$ cat config.mk
export PLATFORM = sky130hd
export DESIGN_NAME = tfifo_n
export DESIGN_NICKNAME = d
export VERILOG_FILES = /design/src/rtl/tfifo_pkg.sv /design/src/rtl/tfifo_ram.sv /design/src/rtl/tfifo_n.sv
export SDC_FILE = /design/constraint.sdc
export NUM_CORES = 1
export LEC_CHECK = 0
export ABC_AREA = 1
export ABC_CLOCK_PERIOD_IN_PS = 2700
export CORE_MARGIN = 2
export CORE_UTILIZATION = 35
export CTS_BUF_LIST = sky130_fd_sc_hd__clkbuf_8
export DETAILED_ROUTE_END_ITERATION = 10
export GPL_TIMING_DRIVEN = 0
export PLACE_DENSITY = 0.52
export SLEW_MARGIN = 15
export SYNTH_ARGS = -nofsm -noshare
export SYNTH_HDL_FRONTEND = slang
export SYNTH_SLANG_ARGS = --single-unit
$ cat constraint.sdc
create_clock -name CLK -period 2.7 [get_ports CLK]
set_input_delay 0.54 -clock CLK [delete_from_list [all_inputs] [get_ports CLK]]
set_output_delay 0.54 -clock CLK [all_outputs]
set_load 0.02 [all_outputs]
$ cat src/rtl/tfifo_pkg.sv
// Shared types and elaboration helpers for the parametrised ACT/NEXT FIFO.
// Everything here is constant-evaluable so it can size ports and guard parameters.
package tfifo_pkg;

    typedef enum logic [1:0] {
        LVL_HOLD = 2'd0,
        LVL_INC  = 2'd1,
        LVL_DEC  = 2'd2
    } lvl_op_e;

    // Width of the occupancy count: must represent 0..depth inclusive.
    function automatic int lvl_w(input int depth);
        return $clog2(depth) + 1;
    endfunction

    function automatic bit is_pow2(input int depth);
        return (depth >= 2) && ((depth & (depth - 1)) == 0);
    endfunction

    function automatic bit af_ok(input int af_thresh, input int depth);
        return (af_thresh >= 1) && (af_thresh <= depth);
    endfunction

endpackage

$ cat src/rtl/tfifo_ram.sv
// Simple dual-port storage array: synchronous write, asynchronous read.
// The combinational read lets small depths map onto distributed RAM.
module tfifo_ram #(
    parameter int Width = 32,
    parameter int Depth = 4,
    parameter int AddrW = $clog2(Depth)
) (
    input  logic             clk,
    input  logic             we,
    input  logic [AddrW-1:0] waddr,
    input  logic [Width-1:0] wdata,
    input  logic [AddrW-1:0] raddr,
    output logic [Width-1:0] rdata
);

    logic [Width-1:0] mem [Depth];

    always_ff @(posedge clk) begin
        if (we) begin
            mem[waddr] <= wdata;
        end
    end

    assign rdata = mem[raddr];

endmodule

$ cat src/rtl/tfifo_n.sv
// Parametrised-depth FIFO with ACT/NEXT handshakes on both sides, a registered
// output stage, registered occupancy count, almost-full flag and synchronous flush.
module tfifo_n
    import tfifo_pkg::*;
#(
    parameter int Width    = 32,
    parameter int Depth    = 4,
    parameter int AfThresh = 3
) (
    input  logic                    CLK,
    input  logic                    RESET,
    input  logic                    FLUSH,
    input  logic                    ACTL,
    output logic                    NEXTL,
    input  logic [Width-1:0]        DI,
    output logic                    ACTH,
    input  logic                    NEXTH,
    output logic [Width-1:0]        DO,
    output logic [lvl_w(Depth)-1:0] LEVEL,
    output logic                    AFULL
);

    localparam int AW = $clog2(Depth);
    localparam int LW = lvl_w(Depth);
    localparam logic [LW-1:0] FULL_LVL = LW'(Depth);
    localparam logic [LW-1:0] AF_LVL   = LW'(AfThresh);

    if (!is_pow2(Depth)) begin : g_bad_depth
        $error("tfifo_n: Depth must be a power of two and at least 2");
    end
    if (!af_ok(AfThresh, Depth)) begin : g_bad_afthresh
        $error("tfifo_n: AfThresh must lie in 1..Depth");
    end

    logic [AW-1:0]    wr_ptr_reg;
    logic [AW-1:0]    rd_ptr_reg;
    logic [LW-1:0]    level_reg;
    logic [LW-1:0]    level_next;
    logic             afull_reg;
    logic             afull_next;
    logic             acth_reg;
    logic [Width-1:0] do_reg;
    logic [Width-1:0] ram_rdata;

    logic    clr;
    logic    adv;
    logic    nextl;
    logic    wr_en;
    logic    rd_en;
    lvl_op_e lvl_op;

    tfifo_ram #(
        .Width(Width),
        .Depth(Depth),
        .AddrW(AW)
    ) u_ram (
        .clk  (CLK),
        .we   (wr_en),
        .waddr(wr_ptr_reg),
        .wdata(DI),
        .raddr(rd_ptr_reg),
        .rdata(ram_rdata)
    );

    // A full array refuses writes even when a read frees a slot this cycle,
    // keeping NEXTL a pure function of registered state.
    always_comb begin
        clr    = RESET | FLUSH;
        adv    = ~acth_reg | NEXTH;
        nextl  = (level_reg != FULL_LVL);
        wr_en  = ACTL & nextl & ~clr;
        rd_en  = adv & (level_reg != '0) & ~clr;
        lvl_op = LVL_HOLD;
        if (wr_en && !rd_en) begin
            lvl_op = LVL_INC;
        end else if (rd_en && !wr_en) begin
            lvl_op = LVL_DEC;
        end
    end

    always_comb begin
        level_next = level_reg;
        unique case (lvl_op)
            LVL_INC:  level_next = level_reg + 1'b1;
            LVL_DEC:  level_next = level_reg - 1'b1;
            LVL_HOLD: level_next = level_reg;
            default:  level_next = level_reg;
        endcase
        if (clr) begin
            level_next = '0;
        end
        afull_next = (level_next >= AF_LVL);
    end

    always_ff @(posedge CLK) begin
        if (clr) begin
            wr_ptr_reg <= '0;
            rd_ptr_reg <= '0;
            level_reg  <= '0;
            afull_reg  <= 1'b0;
            acth_reg   <= 1'b0;
            do_reg     <= '0;
        end else begin
            level_reg <= level_next;
            afull_reg <= afull_next;
            if (wr_en) begin
                wr_ptr_reg <= wr_ptr_reg + 1'b1;
            end
            if (rd_en) begin
                do_reg     <= ram_rdata;
                acth_reg   <= 1'b1;
                rd_ptr_reg <= rd_ptr_reg + 1'b1;
            end else if (adv) begin
                acth_reg <= 1'b0;
            end
        end
    end

    // Occupancy must always agree with the pointer distance and stay bounded.
    always_ff @(posedge CLK) begin
        if (!clr) begin
            assert (level_reg <= FULL_LVL);
            assert (AW'(level_reg) == AW'(wr_ptr_reg - rd_ptr_reg));
        end
    end

    assign NEXTL = nextl;
    assign ACTH  = acth_reg;
    assign DO    = do_reg;
    assign LEVEL = level_reg;
    assign AFULL = afull_reg;

endmodule
# After elaboration in Yosys (flattened, before gate mapping)
# Memory sizes are Yosys's and may differ from the RTL's. A register that Yosys moved wholly into a read port is not among the register bits.
# Index checks and enable logic that the tools add are counted.
[word_totals]
regBits = 9
ram_bits = 128
output_inout_bits = 38
elab_cells = 36
n_memories = 1
[memory_table]
columns = ["memory", "depth", "width", "rd", "rd_clocked_by_memory_dff", "write_ports", "line", "source"]
rows = [
  ["u_ram.mem", 4, 32, 1, 1, 1, "tfifo_ram.sv:16", "logic [Width-1:0] mem [Depth];"],
]
[op_classes]
addsub = 4
magnitude_cmp = 1
n_eq_ne = 3
muxes = 8
bitwise_logic = 8
reduce_logical = 6
[op_table]
columns = ["cell", "n"]
rows = [
  ["one-hot mux 3 bit (2 select lines)", 1],
  ["adder 2 x 1 -> 2 bit (second input constant)", 2],
  ["AND 1 bit", 4],
  ["2-to-1 mux 1 bit", 4],
  ["2-to-1 mux 2 bit", 2],
  ["adder 3 x 1 -> 3 bit (second input constant)", 1],
  ["greater-or-equal comparator 3 x 2 -> 1 bit (second input constant)", 1],
  ["2-to-1 mux 3 bit", 1],
  ["inequality test 3 bit (second input constant)", 1],
  ["nonzero test 3 bit", 1],
  ["subtractor 3 x 1 -> 3 bit (second input constant)", 1],
  ["== test 2 x 1 -> 1 bit (second input constant)", 1],
  ["== test 2 bit (second input constant)", 1],
  ["logical AND 1 bit", 2],
  ["zero test 1 bit", 2],
  ["inverter 1 bit", 2],
  ["bitwise OR 1 bit", 2],
  ["nonzero test 2 bit", 1],
]

# Logic depth before layout (Yosys ltp)
[depth]
word_depth = 11
depth_mapped = 13

# Cells and area by module
# A second synthesis with hierarchy kept.
[hier_totals]
hier_cells = 720
hier_area_um2 = 7068.0
[modules_own_cells]
columns = ["module", "instances", "cells_each", "area_per_inst_um2", "seq_area_each_um2"]
rows = [
  ["tfifo_ram", 1, 509, 5437.7, 3843.7],
  ["tfifo_n", 1, 211, 1630.3, 820.8],
]

# Worst setup path before layout
# No wires, ideal clock.
[synth_timing]
kind = "register to register"
start = "reg level_reg[0], in the netlist LEVEL[0]"
end = "mem u_ram.mem[0][0], enable pin"
arrival_ns = 2.448
t_required_ns = 2.279
slack_ns = -0.169
stages_incl_launch_ff = 7
path_buffers = 0
synth_period_minus_slack_ns = 2.869
cell_sequence = "dfxtp_1 > nor2_1 > nand2_1 > nand2_1 > inv_1 > nand2_1 > nor2_1"
[synth_between]
elab_chain_cells = 5
[synth_lines]
columns = ["element", "line", "source"]
rows = [
  ["from (decl)", "tfifo_n.sv:37", "logic [LW-1:0] level_reg;"],
  ["from (signal assigned)", "tfifo_n.sv:104", "level_reg <= level_next;"],
  ["inequality test 3 bit", "tfifo_n.sv:70", "nextl = (level_reg != FULL_LVL);"],
  ["named net NEXTL", "tfifo_n.sv:14", "output logic NEXTL,"],
  ["AND 1 bit (2 in series)", "tfifo_n.sv:71", "wr_en = ACTL & nextl & ~clr;"],
  ["2-to-1 mux 1 bit", "tfifo_ram.sv:19", "if (we) begin"],
  ["2-to-1 mux 1 bit (implied by the code)", "tfifo_ram.sv:20", "mem[waddr] <= wdata;"],
  ["to (decl)", "tfifo_ram.sv:16", ""],
]
# The timed path passes the listed nets, and every way through them passes these cells.

# Worst setup path after layout
[layout_timing]
start = "in FLUSH"
end = "reg afull_reg, in the netlist AFULL"
[layout_rtl]
columns = ["element", "line", "source"]
rows = [
  ["from (decl)", "tfifo_n.sv:12", "input logic FLUSH,"],
  ["bitwise OR 1 bit *", "tfifo_n.sv:68", "clr = RESET | FLUSH;"],
  ["inverter 1 bit *", "tfifo_n.sv:72", "rd_en = adv & (level_reg != '0) & ~clr;"],
  ["AND 1 bit *", "tfifo_n.sv:72", ""],
  ["named net rd_en", "tfifo_n.sv:49", "logic rd_en;"],
  ["logical AND 1 bit / zero test 1 bit (equally long branches)", "tfifo_n.sv:76, tfifo_n.sv:74", ""],
  ["2-to-1 mux 2 bit / logical AND 1 bit (equally long branches)", "tfifo_n.sv:76, tfifo_n.sv:74", ""],
  ["2-to-1 mux 2 bit *", "tfifo_n.sv:74", "if (wr_en && !rd_en) begin"],
  ["== test 2 bit / == test 2 x 1 -> 1 bit (equally long branches)", "tfifo_n.sv:83", "unique case (lvl_op)"],
  ["one-hot mux 3 bit (2 select lines) *", "tfifo_n.sv:83", ""],
  ["2-to-1 mux 3 bit *", "tfifo_n.sv:89", "if (clr) begin"],
  ["greater-or-equal comparator 3 x 2 -> 1 bit *", "tfifo_n.sv:92", "afull_next = (level_next >= AF_LVL);"],
  ["to (signal assigned)", "tfifo_n.sv:105", "afull_reg <= afull_next;"],
  ["to (decl)", "tfifo_n.sv:39", "logic afull_reg;"],
]
# The timed path passes the listed nets; every way through them passes the cells marked *.
# A chain may end at the register's enable or synchronous reset.

==> results list <==
* Outcome: finished clean
- Clock network latency to the later pin of the worst-skew pair: 0.46 ns
- Setup slack after layout: 0.2436 ns
- u_ram.mem holds more flip-flops than any other register.
- Detailed placement finished with a half-perimeter wire length of 9970 um.
- The first global-routing pass estimated around 24,000 um of wire.
- Once the clock tree was built, the setup fixing pass inserted 0 buffers.
* Leading area contributor after synthesis: sky130_fd_sc_hd__edfxtp_1
* Synthesis warning total: 0
- The routed layout has 4,426 vias.
- Number of enable-type register cells in the synthesized netlist: 128
* Clock root cell: sky130_fd_sc_hd__clkbuf_8
- Min cycle time layout: 2.456 ns
- In this run the power density over the cells is 605.2 nW/um2.
* Most prevalent standard cell on the critical path: sky130_fd_sc_hd__nand2_1
- The number of global-route vias before repair was 4,375.
- Setup repair after global routing left no endpoint under its margin.
- Actual transition at the worst max-transition pin: ~0.74 ns
- At the worst endpoint, the arrival time is 2.82 ns.
- Leftover overflow at the end of global routing: 0
- In the routed layout, each cell is associated on average with a via count of between 4 and 5.
- Post-cts resize count: 0
- Synth async-reset ratio: 0%
- Number of top-level design ports: 75
* WP buf/inv: 3
* Worst supply voltage drop on vdd: 336.9 uV
* Clock tree buffer depth: 2
* Number of DRC violations after detailed routing: 0
- Required time at the endpoint of the critical path: 3.06 ns
- Pre-CTS setup slack: -0.3484 ns
* Total of max-cap violations: 0
- The H-tree generated during clock tree synthesis spans 4 levels.
* Area share of the leading cell type in the synthesized netlist: 58.50%
* Fin Hold WS: 0.4701 ns
- Number of antenna repair diodes: 0
* Number of DRC markers after the initial detailed-route iteration: 327
* Dominant delay contributor by cell family on the critical path: buffers and inverters
* Final core utilization: 43.97%
* Count of placed standard cells including taps: 904
- Final worst path period share: around nine tenths
- The count of final hold-check violations is 0.
- Post-synthesis sequential element count: ~170
- Entering global routing, the biggest net connects 19 pins.
- Die X: between 100 and 150 um
- Mean instance size in the synthesized netlist: 11.10 um2
* Cell count after synthesis: 592
- Most used DFF post-synth: sky130_fd_sc_hd__edfxtp_1
- Layout Cell Area excl Fill: around 8000 um2
- After synthesis, flip-flops and latches occupy a little under three quarters of the total area.
* Largest register FFs: 128
- Post-detailed-route wirelength per cell: 16.58 um
* Max Fanout on Critical Path: 10
* GRT Overall Usage: 16.17%
- For this run, the top clock speed supported by timing is 407.1 MHz.
- The die covers 19,880 um2.
* Standard cell core area: between 15,000 and 20,000 um2
* Router iterations before antenna repair: 5
- The signal on the critical path passes through clkdlybuf4s50_1 > nor2_4 > nand3_4 > inv_2 > buf_4 > ha_1 > fa_1 > o21ai_0 > nor2_1 > nand2_1 > nand2_1.
- The min-delay analysis places its worst path in the category flop to flop.
* Peak per-stage delay on the critical path: 0.46 ns
- For this run, the number of standard cells in the final layout without fillers is 936.
- CTS Hold Buffers Added: 0
- Once the floorplan was initialized, standard cells occupied 35.36% of the core.
- Overall power after layout: 4.945 mW
- Summed over all layers, the routed wires come to roughly 16,000 um.
- The final layout contains 732 nets.
* Fraction of final layout cells sized beyond drive strength 1: 9.544%
* Setup-violating endpoint count in the final report: 0
- For the final database, setup skew stands at 0.01107 ns.
- Synth unique cells: 19
- Kind of critical path: primary input to flop
- The number of nets in the synthesized netlist is 635.
* Layout overhead on the synthesized area: 24.36%
- Number of antenna violations at the first check in global routing: 0
* Static Leak: 3.111 nW
* TritonCTS clock tree: built
* Critical path endpoint category: flop
* Vertical extent of the die: 141.0 um
- Area of the mapped netlist: 6570 um2
* ANT nets after route: 0
* Row Count: 50
- Port buffer count: 74
* DP Area: 7744 um2
- The worst setup path is launched from a primary input.
* Clock-pin slew of the registers on the worst-case setup and hold paths: 0.09 ns
- Summed over all failing endpoints, the final setup total negative slack is 0 ns.
- In this run the tightest slew margin relative to its limit is 50.62%.
- Routability-driven placement finished with a final weighted congestion of 0.7370.
- Leading cell types by total area after synthesis: sky130_fd_sc_hd__edfxtp_1 59%, sky130_fd_sc_hd__dfxtp_1 12%, sky130_fd_sc_hd__nor2_1 8.2%
* Number of buffers created by CTS: 17
- Most common cell in the netlist: sky130_fd_sc_hd__nor2_1
- The number of max-slew violations in the final report came to 0.
* Leading cell types by count after synthesis: 143 x sky130_fd_sc_hd__nor2_1, 128 x sky130_fd_sc_hd__edfxtp_1, 115 x sky130_fd_sc_hd__nand2_1
- Clk sinks: 169
- On the critical path, the stage with the largest delay is an instance of sky130_fd_sc_hd__clkdlybuf4s50_1.
worst register-to-register path: cells and delay by family (launching register included):
kind                       cells  cell delay, ns
AOI/OAI and AO/OA              1            0.15
adders and majority gates      2            0.66
buffers and inverters          2            0.38
DFF                            1            0.45
and+or+nand+nor                6            0.62
area by class of cell:
| type | count | area, um2 |
|---|---|---|
| clock buffer | 19 | 261.5 |
| clock inverter | 13 | 162.7 |
| sequential | 169 | 4664 |
| multi-input combinational | 372 | 1644 |
| buffer | 31 | 219.0 |
| tap | 234 | 292.8 |
| fill | 1745 | 10410 |
| inverter | 20 | 75.07 |
| timing repair buffer | 78 | 850.8 |
power by group:
| part | internal (mW) | switching [mW] | total, mW |
|---|---|---|---|
| logic | 0.0947 | 0.120 | 0.215 |
| clock network | 1.03 | 0.863 | 1.90 |
| registers | 2.82 | 0.0113 | 2.83 |
logic make-up after synthesis:
| logic type | count (synthesis) | synth area share [%] |
|---|---|---|
| AOI/OAI and AO/OA | 70 | 5.332 |
| adders and majority gates | 6 | 1.257 |
| buffers and inverters | 51 | 4.475 |
| DFF | 169 | 71.00 |
| and+or+nand+nor | 296 | 17.94 |
path summary, 6_finish.rpt:
kind / startpoint / endpoint / slack (ns) / cells past startpoint
min: DO[24] / DO[24] / 0.47 / 2
min reg2reg: DO[24] / DO[24] / 0.47 / 2
max: FLUSH / AFULL / 0.24 / 11
max reg2reg: LEVEL[0] / AFULL / 0.35 / 11
placed cells by master (no fill, tap or decap):
| cell | instances |
|---|---|
| sky130_fd_sc_hd__a21oi_1 | 2 |
| sky130_fd_sc_hd__buf_16 | 4 |
| sky130_fd_sc_hd__buf_2 | 13 |
| sky130_fd_sc_hd__buf_4 | 5 |
| sky130_fd_sc_hd__buf_6 | 9 |
| sky130_fd_sc_hd__bufinv_16 | 4 |
| sky130_fd_sc_hd__clkbuf_1 | 4 |
| sky130_fd_sc_hd__clkbuf_8 | 19 |
| sky130_fd_sc_hd__clkdlybuf4s50_1 | 74 |
| sky130_fd_sc_hd__clkinv_2 | 1 |
| sky130_fd_sc_hd__clkinvlp_4 | 2 |
| sky130_fd_sc_hd__dfxtp_1 | 41 |
| sky130_fd_sc_hd__edfxtp_1 | 128 |
| sky130_fd_sc_hd__fa_1 | 1 |
| sky130_fd_sc_hd__ha_1 | 5 |
| sky130_fd_sc_hd__inv_1 | 23 |
| sky130_fd_sc_hd__inv_2 | 3 |
| sky130_fd_sc_hd__nand2_1 | 114 |
| sky130_fd_sc_hd__nand2_2 | 1 |
| sky130_fd_sc_hd__nand3_1 | 35 |
| sky130_fd_sc_hd__nand3_4 | 1 |
| sky130_fd_sc_hd__nand4_1 | 1 |
| sky130_fd_sc_hd__nor2_1 | 139 |
| sky130_fd_sc_hd__nor2_4 | 5 |
| sky130_fd_sc_hd__o21ai_0 | 19 |
| sky130_fd_sc_hd__o21ai_1 | 49 |
layer usage:
layer / share of wire (%) / GRT usage, % / vias to the layer above
li1: - / - / 2176
met1: 47 / 21.49 / 2098
met2: 47 / 26.14 / 128
met3: 4.7 / 3.533 / 24
met4: 2.0 / 6.053 / 0
met5: 0 / 0 / -
Note: power is estimated with default switching activity, not from simulation.
